[config.mk]
export PLATFORM = sky130hd
export DESIGN_NAME = egress_arbiter
export DESIGN_NICKNAME = d
export VERILOG_FILES = /design/src/rtl/egress_arbiter.sv
export SDC_FILE = /design/constraint.sdc
export NUM_CORES = 1
export LEC_CHECK = 0
export CAP_MARGIN = 15
export CORE_MARGIN = 2
export CORE_UTILIZATION = 46
export CTS_CLUSTER_SIZE = 8
export DETAILED_ROUTE_END_ITERATION = 10
export HOLD_SLACK_MARGIN = 0.06
export MAX_ROUTING_LAYER = met4
export PLACE_DENSITY = 0.86
export SLEW_MARGIN = 10
export SYNTH_ARGS = -nofsm -noshare
export SYNTH_HDL_FRONTEND = slang
export SYNTH_SLANG_ARGS = --single-unit
[constraint.sdc]
create_clock -name clock -period 2.25 [get_ports clock]
set_input_delay 0.5625 -clock clock [delete_from_list [all_inputs] [get_ports clock]]
set_output_delay 0.5625 -clock clock [all_outputs]
set_load 0.05 [all_outputs]
[src/rtl/egress_arbiter.sv]
// egress_arbiter: frame-granular round-robin scheduler sharing one egress MII
// transmit path among NUM_PORTS first-word-fall-through ingress byte FIFOs.
// Streams a whole frame from the granted FIFO, truncates frames longer than
// MAX_BYTES (remaining bytes are popped and discarded), then holds an
// inter-frame gap of IFG_CYCLES before the next frame may start.
//
// Ports:
//   clock, reset          single clock, asynchronous active-low reset
//   in_empty/data/last    per-FIFO head status, byte and end-of-frame flag
//   in_read_enable        per-FIFO pop strobe (one-hot or zero)
//   tx_data/valid/last    byte stream to the serializer (valid/ready)
//   tx_error              marks the final byte of a truncated frame
//   tx_ready              serializer accepts the byte this cycle
//   grant                 one-hot current owner, zero when idle or in gap
//   busy                  scheduler is not idle
module egress_arbiter #(
  parameter int unsigned NUM_PORTS  = 4,
  parameter int unsigned WIDTH      = 8,
  parameter int unsigned IFG_CYCLES = 12,
  parameter int unsigned MAX_BYTES  = 1522
) (
  input  logic                       clock,
  input  logic                       reset,
  input  logic [NUM_PORTS-1:0]       in_empty,
  input  logic [NUM_PORTS*WIDTH-1:0] in_data,
  input  logic [NUM_PORTS-1:0]       in_last,
  output logic [NUM_PORTS-1:0]       in_read_enable,
  output logic [WIDTH-1:0]           tx_data,
  output logic                       tx_valid,
  output logic                       tx_last,
  output logic                       tx_error,
  input  logic                       tx_ready,
  output logic [NUM_PORTS-1:0]       grant,
  output logic                       busy
);

  localparam int unsigned PW = (NUM_PORTS > 1) ? $clog2(NUM_PORTS) : 1;
  localparam int unsigned CW = $clog2(MAX_BYTES + 1);
  localparam int unsigned GW = (IFG_CYCLES > 1) ? $clog2(IFG_CYCLES) : 1;

  typedef enum logic [1:0] {IDLE, STREAM, DROP, GAP} state_t;

  state_t               state_q, state_d;
  logic [NUM_PORTS-1:0] grant_q, grant_d;
  logic [PW-1:0]        owner_q, owner_d;
  logic [PW-1:0]        rr_q, rr_d;
  logic [CW-1:0]        byte_count_q, byte_count_d;
  logic [GW-1:0]        gap_count_q, gap_count_d;

  logic                 req_found;
  logic [PW-1:0]        req_port;
  logic [PW-1:0]        cand;
  logic                 head_empty;
  logic                 head_last;
  logic [WIDTH-1:0]     head_data;
  logic                 trunc;

  // Head of the owning FIFO
  assign head_empty = in_empty[owner_q];
  assign head_last  = in_last[owner_q];
  assign head_data  = in_data[owner_q*WIDTH +: WIDTH];
  assign grant      = grant_q;
  assign busy       = (state_q != IDLE);

  // Round-robin search starting one past the last granted port
  always_comb begin
    req_found = 1'b0;
    req_port  = '0;
    cand      = '0;
    for (int unsigned k = 1; k <= NUM_PORTS; k++) begin
      cand = PW'((32'(rr_q) + k) % NUM_PORTS);
      if (!req_found && !in_empty[cand]) begin
        req_found = 1'b1;
        req_port  = cand;
      end
    end
  end

  // Next-state and output logic
  always_comb begin
    state_d        = state_q;
    grant_d        = grant_q;
    owner_d        = owner_q;
    rr_d           = rr_q;
    byte_count_d   = byte_count_q;
    gap_count_d    = gap_count_q;
    tx_valid       = 1'b0;
    tx_data        = '0;
    tx_last        = 1'b0;
    tx_error       = 1'b0;
    in_read_enable = '0;
    trunc          = 1'b0;

    unique case (state_q)
      IDLE: begin
        if (req_found) begin
          state_d = STREAM;
          grant_d = NUM_PORTS'(1) << req_port;
          owner_d = req_port;
          rr_d    = req_port;
        end
      end

      STREAM: begin
        tx_valid = !head_empty;
        tx_data  = head_data;
        trunc    = (byte_count_q == CW'(MAX_BYTES - 1)) && !head_last;
        tx_last  = tx_valid && (head_last || trunc);
        tx_error = tx_valid && trunc;
        if (tx_valid && tx_ready) begin
          in_read_enable = grant_q;
          if (head_last) begin
            state_d      = GAP;
            grant_d      = '0;
            byte_count_d = '0;
          end else if (trunc) begin
            state_d      = DROP;
            byte_count_d = '0;
          end else begin
            byte_count_d = byte_count_q + CW'(1);
          end
        end
      end

      // Discard the rest of a truncated frame without forwarding
      DROP: begin
        if (!head_empty) begin
          in_read_enable = grant_q;
          if (head_last) begin
            state_d = GAP;
            grant_d = '0;
          end
        end
      end

      // The last gap cycle doubles as an arbitration cycle so that the next
      // frame starts exactly IFG_CYCLES idle cycles after the previous one.
      GAP: begin
        if (gap_count_q == GW'(IFG_CYCLES - 1)) begin
          gap_count_d = '0;
          if (req_found) begin
            state_d = STREAM;
            grant_d = NUM_PORTS'(1) << req_port;
            owner_d = req_port;
            rr_d    = req_port;
          end else begin
            state_d = IDLE;
          end
        end else begin
          gap_count_d = gap_count_q + GW'(1);
        end
      end

      default: state_d = IDLE;
    endcase
  end

  // State register
  always_ff @(posedge clock or negedge reset) begin
    if (!reset) begin
      state_q      <= IDLE;
      grant_q      <= '0;
      owner_q      <= '0;
      rr_q         <= PW'(NUM_PORTS - 1);
      byte_count_q <= '0;
      gap_count_q  <= '0;
    end else begin
      state_q      <= state_d;
      grant_q      <= grant_d;
      owner_q      <= owner_d;
      rr_q         <= rr_d;
      byte_count_q <= byte_count_d;
      gap_count_q  <= gap_count_d;
    end
  end

endmodule

==> impl_results.md, run 1 <==
- Core Region: slightly above 4000 µm²
- Tcrit/Tclk final: 108%
- Synth unique cells: 46
- Synth Area in Adders: about 5.2%
- RSZ-0062 raised after global routing: yes
- Fmax: between 400 and 500 MHz
- CTS buffer count: 3
- FFs w/ async S/R, synth: between 90% and 100%
- DR iter-0 viols: 101
- Fin crit period: 2.44 ns
- Critical Path RT: 1.69 ns
- Final ANT Viol Nets: 0
- GRT Residual Overflow: 0
- Setup TNS: -2.42 ns
- Clk slew on worst S/H paths: about 0.090 ns
- Yosys warns: 0
- Worst Hold Class: reg -> reg
- Worst R2R Setup Slack: -0.09 ns
- Via count: 2082
- WP data arrival: approximately 1.9 ns
- Port bufs: slightly above 60
- Setup CP Type: reg -> out
- Syn Inst Count: a little under 200
- FF+latch count, synth: 25
- R2r worst-path depth: 8
- Launch point of the critical path: owner_q[0]
- Max-Cap Viols: 0
- Simple-gate area share of the yosys netlist: 19.8%
- Worst IR drop on VDD: 602 µV
- CTS Buffer Depth: 2
- Status: complete, but fails checks
- Die area: around 4700 µm²
- Number of vias per cell: approximately 6.1
- Xor/xnor share of the synthesized area: 0%
- Setup crit end: in_read_enable[2]
- Fin cells: roughly 340
- Tot GR Track Use: between 20% and 30%
- Slew headroom: between 60% and 70%
- Area of the multi-input gates: 1320 µm²
- Syn_nets: approximately 250
- Max-slew violations: 0
- DR WL/cell: about 20 µm
- Skew-Pair Late Insertion Delay: 0.27 ns
- Compound-Gate Fraction of Synth Area: a little over a fifth
- Worst reg2reg startpoint: owner_q[0]
- Mux contribution to synthesized area: ~18%
- LEAKAGE: between 1 and 1.5 nW
- CP max FO: 4
- Post-route DRC: 0
- First-pass GRT wire length: ~9 mm
- Ports: 63
- Layout area overhead: 60.7%
- DPL Wire Length: between 4 and 5 mm
- Routed WL: 6.75 mm
- Post-layout nets: 345
- Fin worst setup slack: -0.188 ns
- Register Area: approximately 630 µm²
- Largest family of logic cells by synthesized area: compound AO/OA/AOI/OAI gates
- Initial antenna violation count: 0
- Setup Skew: around 0.0014 ns
- Actual slew at the worst max-slew pin: between 0.4 and 0.5 ns
- Die height: roughly 69 µm
- Die width: slightly below 70 µm
- Synthesized cell area: a little under 2000 µm²
- Violated checks: negative setup slack
- FILL cells: ~240
- Synth Flop Type: dfrtp_1
- CTS tree: yes
- R2r endpoint: state_q[1]
- Drt pass-1 iters: 5
- CTS Hold Bufs: 0
- Row cnt: 23
- Hold Slack: between 0.5 and 0.6 ns
- H-tree depth: 1
- Ant diodes: 0
- Via count of the first global-routing pass: ~2000
- Worst Setup Start Kind: flip-flop
- Gpl congestion: between 0.8 and 0.9
- Placed Cells: 325
- CP Capture Type: primary output
- EDFF count, synth: 0
- Initial cell density of the core: 48.1%
- Clock Tree Root: clkbuf_8
- Largest net degree at the start of global routing: 17
- Setup-failing EPs final: 16
- Register area share after synthesis: about a third
- Clock Sink Count: 25
- Share of cells above drive strength 1: between 30% and 40%
- Syn Area/Cell: 9.99 µm²
- Power Dens Cells: around 1400 nW/µm²
- Hold Fails Final Rpt: 0
==> worst max-delay path: stages, from the launching register on <==
cell	delay, ns
dfrtp_1	0.41
mux4_2	0.58
a211oi_2	0.18
buf_4	0.16
and2_4	0.15
buf_12	0.13
==> layout make-up <==
cell class	count	share of cell area [%]
multi-input combinational	151	42.5
timing repair buffer	101	32.5
sequential	25	20.2
tap	50	2.01
clock buffer	4	1.45
inverter	12	1.45
==> per-stage QoR <==
stage / utilization [%] / cell area (µm²) / worst slack [ns] / power, mW
2_1_floorplan: - / 1960 / -0.0958 / 2.47
3_3_place_gp: 70.7 / 2850 / -0.532 / 3.26
3_5_place_dp: 70.7 / 2850 / -0.621 / 3.34
4_1_cts: 74.7 / 3010 / -0.185 / 3.99
5_1_grt: 77.3 / 3110 / -0.242 / 4.52
6_report: 77.3 / 3110 / -0.188 / 4.31
==> Yosys cell counts (all sizes together) (3+ instances only) <==
cell type,count,area share [%]
mux4,10,13
nor3,7,1.8
ha,8,5.2
inv,12,2.3
clkbuf,4,0.77
mux2i,3,2.2
nand3,4,1.0
a21oi,4,1.0
o21ai,14,3.6
o22ai,5,1.6
nand4,3,0.97
mux2,5,2.9
and3,3,0.97
and2,13,4.2
o211a,3,1.5
a211oi,3,1.2
a22o,6,2.7
nand2b,4,1.3
dfrtp,23,30
nor2,8,1.5
o31ai,4,1.5
nand2,17,3.3
o41ai,4,1.8
==> metal layers <==
metal  vias to the layer above  GRT usage, %  routed length [µm]
li1                        940             -                   -
met1                      1026          31.1                2460
met2                        89          48.6                3710
met3                        27          2.92                 279
met4                         0          8.09                 299
met5                         -             -                   0
==> how the worst min path moves through the flow <==
stage / startpoint / endpoint / depth (start not counted)
final: gap_count_q[1] / gap_count_q[1] / 1
after global routing: byte_count_q[10] / byte_count_q[10] / 1
after CTS: grant[3] / grant[3] / 2
after detailed placement: grant[3] / grant[3] / 2
after global placement: grant[3] / grant[3] / 2
after floorplan: reset / byte_count_q[0] / 0
==> placed cells by master, fill, tap and decap left out, drive strengths merged, types with 4 or more instances in the layout <==
cell,synthesis,routed
inv,12,12
nand3,4,4
a22o,6,6
o21ai,14,14
buf,2,59
o41ai,4,4
nor2,8,8
ha,8,8
mux2,5,5
a21oi,4,4
dfrtp,23,23
o31ai,4,4
nand2b,4,4
and2,13,13
clkbuf,4,4
dlygate4sd2,0,20
nand2,17,17
clkdlybuf4s50,0,22
o22ai,5,5
nor3,7,7
mux4,10,10
==> flip-flops by register name, indices dropped and copies added (netlist names) <==
name / flops
state_q: 2
gap_count_q: 4
rr_q: 2
owner_q: 2
byte_count_q: 11
grant: 4
==> what timing repair did <==
item / in CTS / in global routing
buffers inserted: 8 / 7
gates resized for setup: 73 / 12
pin swaps: 9 / 3
endpoints found under the setup margin: 27 / 18
gates cloned: 0 / 0
==> cell families (layout without fill, tap and decap cells) <==
kind of cell | Yosys count | in the layout
flip-flops | 25 | 25
AND/OR/NAND/NOR | 71 | 71
adder cells (fa/ha/maj) | 8 | 8
multiplexers | 18 | 18
AO/OA/AOI/OAI | 54 | 54
buffers and inverters | 18 | 117
==> where the power goes <==
group | switching [mW] | internal [mW]
logic | 1.65 | 1.57
clock network | 0.148 | 0.127
registers | 0.187 | 0.638
total | 1.98 | 2.33
Power figures use the tool's default switching activity.
==> inputs of run 2 (changes only) <==
- MAX_ROUTING_LAYER: met4 -> not set
==> impl_results.md, run 2 (synthesis results as in run 1) <==
- Die area: 4750 µm² (unchanged)
- Via count: 2051 (was 2082)
- Routed WL: 6.78 mm (was 6.75 mm)
- Die width: 68.9 µm (unchanged)
- Final ANT Viol Nets: 0 (unchanged)
- Fin cells: 343 (unchanged)
- Worst R2R Setup Slack: -0.09 ns (about the same)
- CTS Buffer Depth: 2 (unchanged)
- Delay of the slowest cell on the worst path: 0.57 ns (was 0.58 ns)
- Min-Delay Path Depth: 1 (unchanged)
- Fmax: 410 MHz (about the same)
- Leading cell types in the layout, fill and taps excluded: buf_4, dfrtp_1, clkdlybuf4s50_1, dlygate4sd2_1, nand2_1 (unchanged)
- Worst IR drop on VDD: 600 µV (was 602 µV)
- RSZ-0062 raised after global routing: yes (unchanged)
- Largest Register: byte_count_q (unchanged)
- Status: complete, but fails checks (unchanged)
- R2r endpoint: state_q[1] (unchanged)
- Total power: 4.32 mW (was 4.31 mW)
- Largest register FFs: 11 (unchanged)
- R2r worst-path depth: 8 (unchanged)
- Share of cells above drive strength 1: 37.5% (unchanged)
- Layout area overhead: 60.7% (unchanged)
- H-tree depth: 1 (unchanged)
- Hold worst-path end: gap_count_q[1] (unchanged)
- Worst Setup Start Kind: flip-flop (unchanged)
- Via count of the first global-routing pass: 1992 (was 1993)
- Worst reg2reg startpoint: owner_q[0] (unchanged)
- Initial cell density of the core: 48.1% (unchanged)
- Clk slew on worst S/H paths: 0.09 ns (about the same)
- Largest net degree at the start of global routing: 17 (unchanged)
- Power Dens Cells: 1390 nW/µm² (about the same)
- Ports: 63 (unchanged)
- Initial antenna violation count: 0 (unchanged)
- Drt pass-1 iters: 4 (was 5)
- Clock Tree Root: clkbuf_8 (unchanged)
- CTS tree: yes (unchanged)
- Utilization after layout: 77.3% (unchanged)
- Most common cell after layout, fill and taps aside: buf_4 (unchanged)
- CTS buffer count: 3 (unchanged)
- Worst path cell trace: mux4_2, a211oi_2, buf_4, and2_4, buf_12 (unchanged)
- Fin area: 3110 µm² (unchanged)
- Fin crit period: 2.44 ns (about the same)
- FILL cells: 244 (unchanged)
- Die height: 68.9 µm (unchanged)
- CP Capture Type: primary output (unchanged)
- Number of vias per cell: 5.98 (was 6.07)
- Tot GR Track Use: 26.0% (was 26.8%)
- Actual slew at the worst max-slew pin: 0.497 ns (about the same)
- WP data arrival: 1.88 ns (about the same)
- Setup slack at placement: -0.621 ns (unchanged)
- Crit-path slowest cell: mux4_2 (unchanged)
- Fin worst setup slack: -0.191 ns (was -0.188 ns)
- Worst Hold Class: reg -> reg (unchanged)
- Row cnt: 23 (unchanged)
- CP max FO: 4 (unchanged)
- DR iter-0 viols: 108 (was 101)
- Slew headroom: 66.7% (was 66.8%)
- Post-layout nets: 345 (unchanged)
- Hold Slack: 0.542 ns (about the same)
- Post-route DRC: 0 (unchanged)
- DP Area: 2850 µm² (unchanged)
- LEAKAGE: 1.41 nW (unchanged)
- Skew-Pair Late Insertion Delay: 0.27 ns (about the same)
- Gpl congestion: 0.883 (was 0.898)
- Tcrit/Tclk final: 108% (about the same)
- Setup Skew: 0.00130 ns (was 0.00142 ns)
- Critical Path RT: 1.69 ns (about the same)
- Setup CP Type: reg -> out (unchanged)
- Setup-failing EPs final: 17 (was 16)
- GRT Residual Overflow: 0 (unchanged)
- First-pass GRT wire length: 9.18 mm (was 9.19 mm)
- Hold Fails Final Rpt: 0 (unchanged)
- Max-slew violations: 0 (unchanged)
- Setup TNS: -2.42 ns (about the same)
- Max-Cap Viols: 0 (unchanged)
- Port bufs: 62 (unchanged)
- DPL Wire Length: 4.46 mm (unchanged)
- Placed Cells: 325 (unchanged)
- DR WL/cell: 19.8 µm (was 19.7 µm)
- Clock Sink Count: 25 (unchanged)
- Violated checks: negative setup slack (unchanged)
- Core Region: 4030 µm² (unchanged)
- Ant diodes: 0 (unchanged)
- Hold Crit Start: gap_count_q[1] (unchanged)
run 2: cell counts in the layout (fill, tap and decap cells not counted):
Identical to the previous run, type by type.
run 2: worst max-delay path by stage:
stage	from	to	depth (start not counted)
2_1_floorplan	in_empty[3]	tx_error	3
3_3_place_gp	in_empty[1]	in_read_enable[2]	6
3_5_place_dp	in_empty[1]	in_read_enable[2]	6
4_1_cts	owner_q[0]	in_read_enable[2]	5
5_1_grt	owner_q[0]	in_read_enable[2]	5
6_report	owner_q[0]	in_read_enable[2]	5
run 2: timing repair:
item | CTS | global route
gates resized for setup | 73 | 12
endpoints found under the setup margin | 27 | 18
setup buffers | 8 | 7
cloned | 0 | 0
pin swaps | 9 | 3
hold buffers | 0 | 0
run 2: layer usage:
| layer | wire, µm | global-route usage, % |
|---|---|---|
| met3 | 243 | 2.92 |
| met1 | 2520 | 31.1 |
| met4 | 304 | 8.09 |
| met5 | 0 | 0 |
| met2 | 3710 | 48.6 |
run 2: cell type report:
class / instances / area, µm² / share of cell area [%]
multi-input combinational: 151 / 1320 / 42.5
timing repair buffer: 101 / 1010 / 32.5
sequential: 25 / 628 / 20.2
tap: 50 / 62.6 / 2.01
clock buffer: 4 / 45.0 / 1.45
inverter: 12 / 45.0 / 1.45
run 2: critical path: cells and delay by family (launching register included):
family                 cells  cell delay, ns
muxes                      1            0.57
DFF                        1            0.40
buffers and inverters      2            0.29
AOI/OAI and AO/OA          1            0.19
and+or+nand+nor            1            0.15
run 2: power breakdown:
part	internal, mW	leakage [nW]	total [mW]	switching (mW)
registers	0.638	0.315	0.824	0.187
clock network	0.127	0.0228	0.275	0.148
logic	1.57	1.07	3.22	1.65
total	2.33	1.41	4.32	1.98
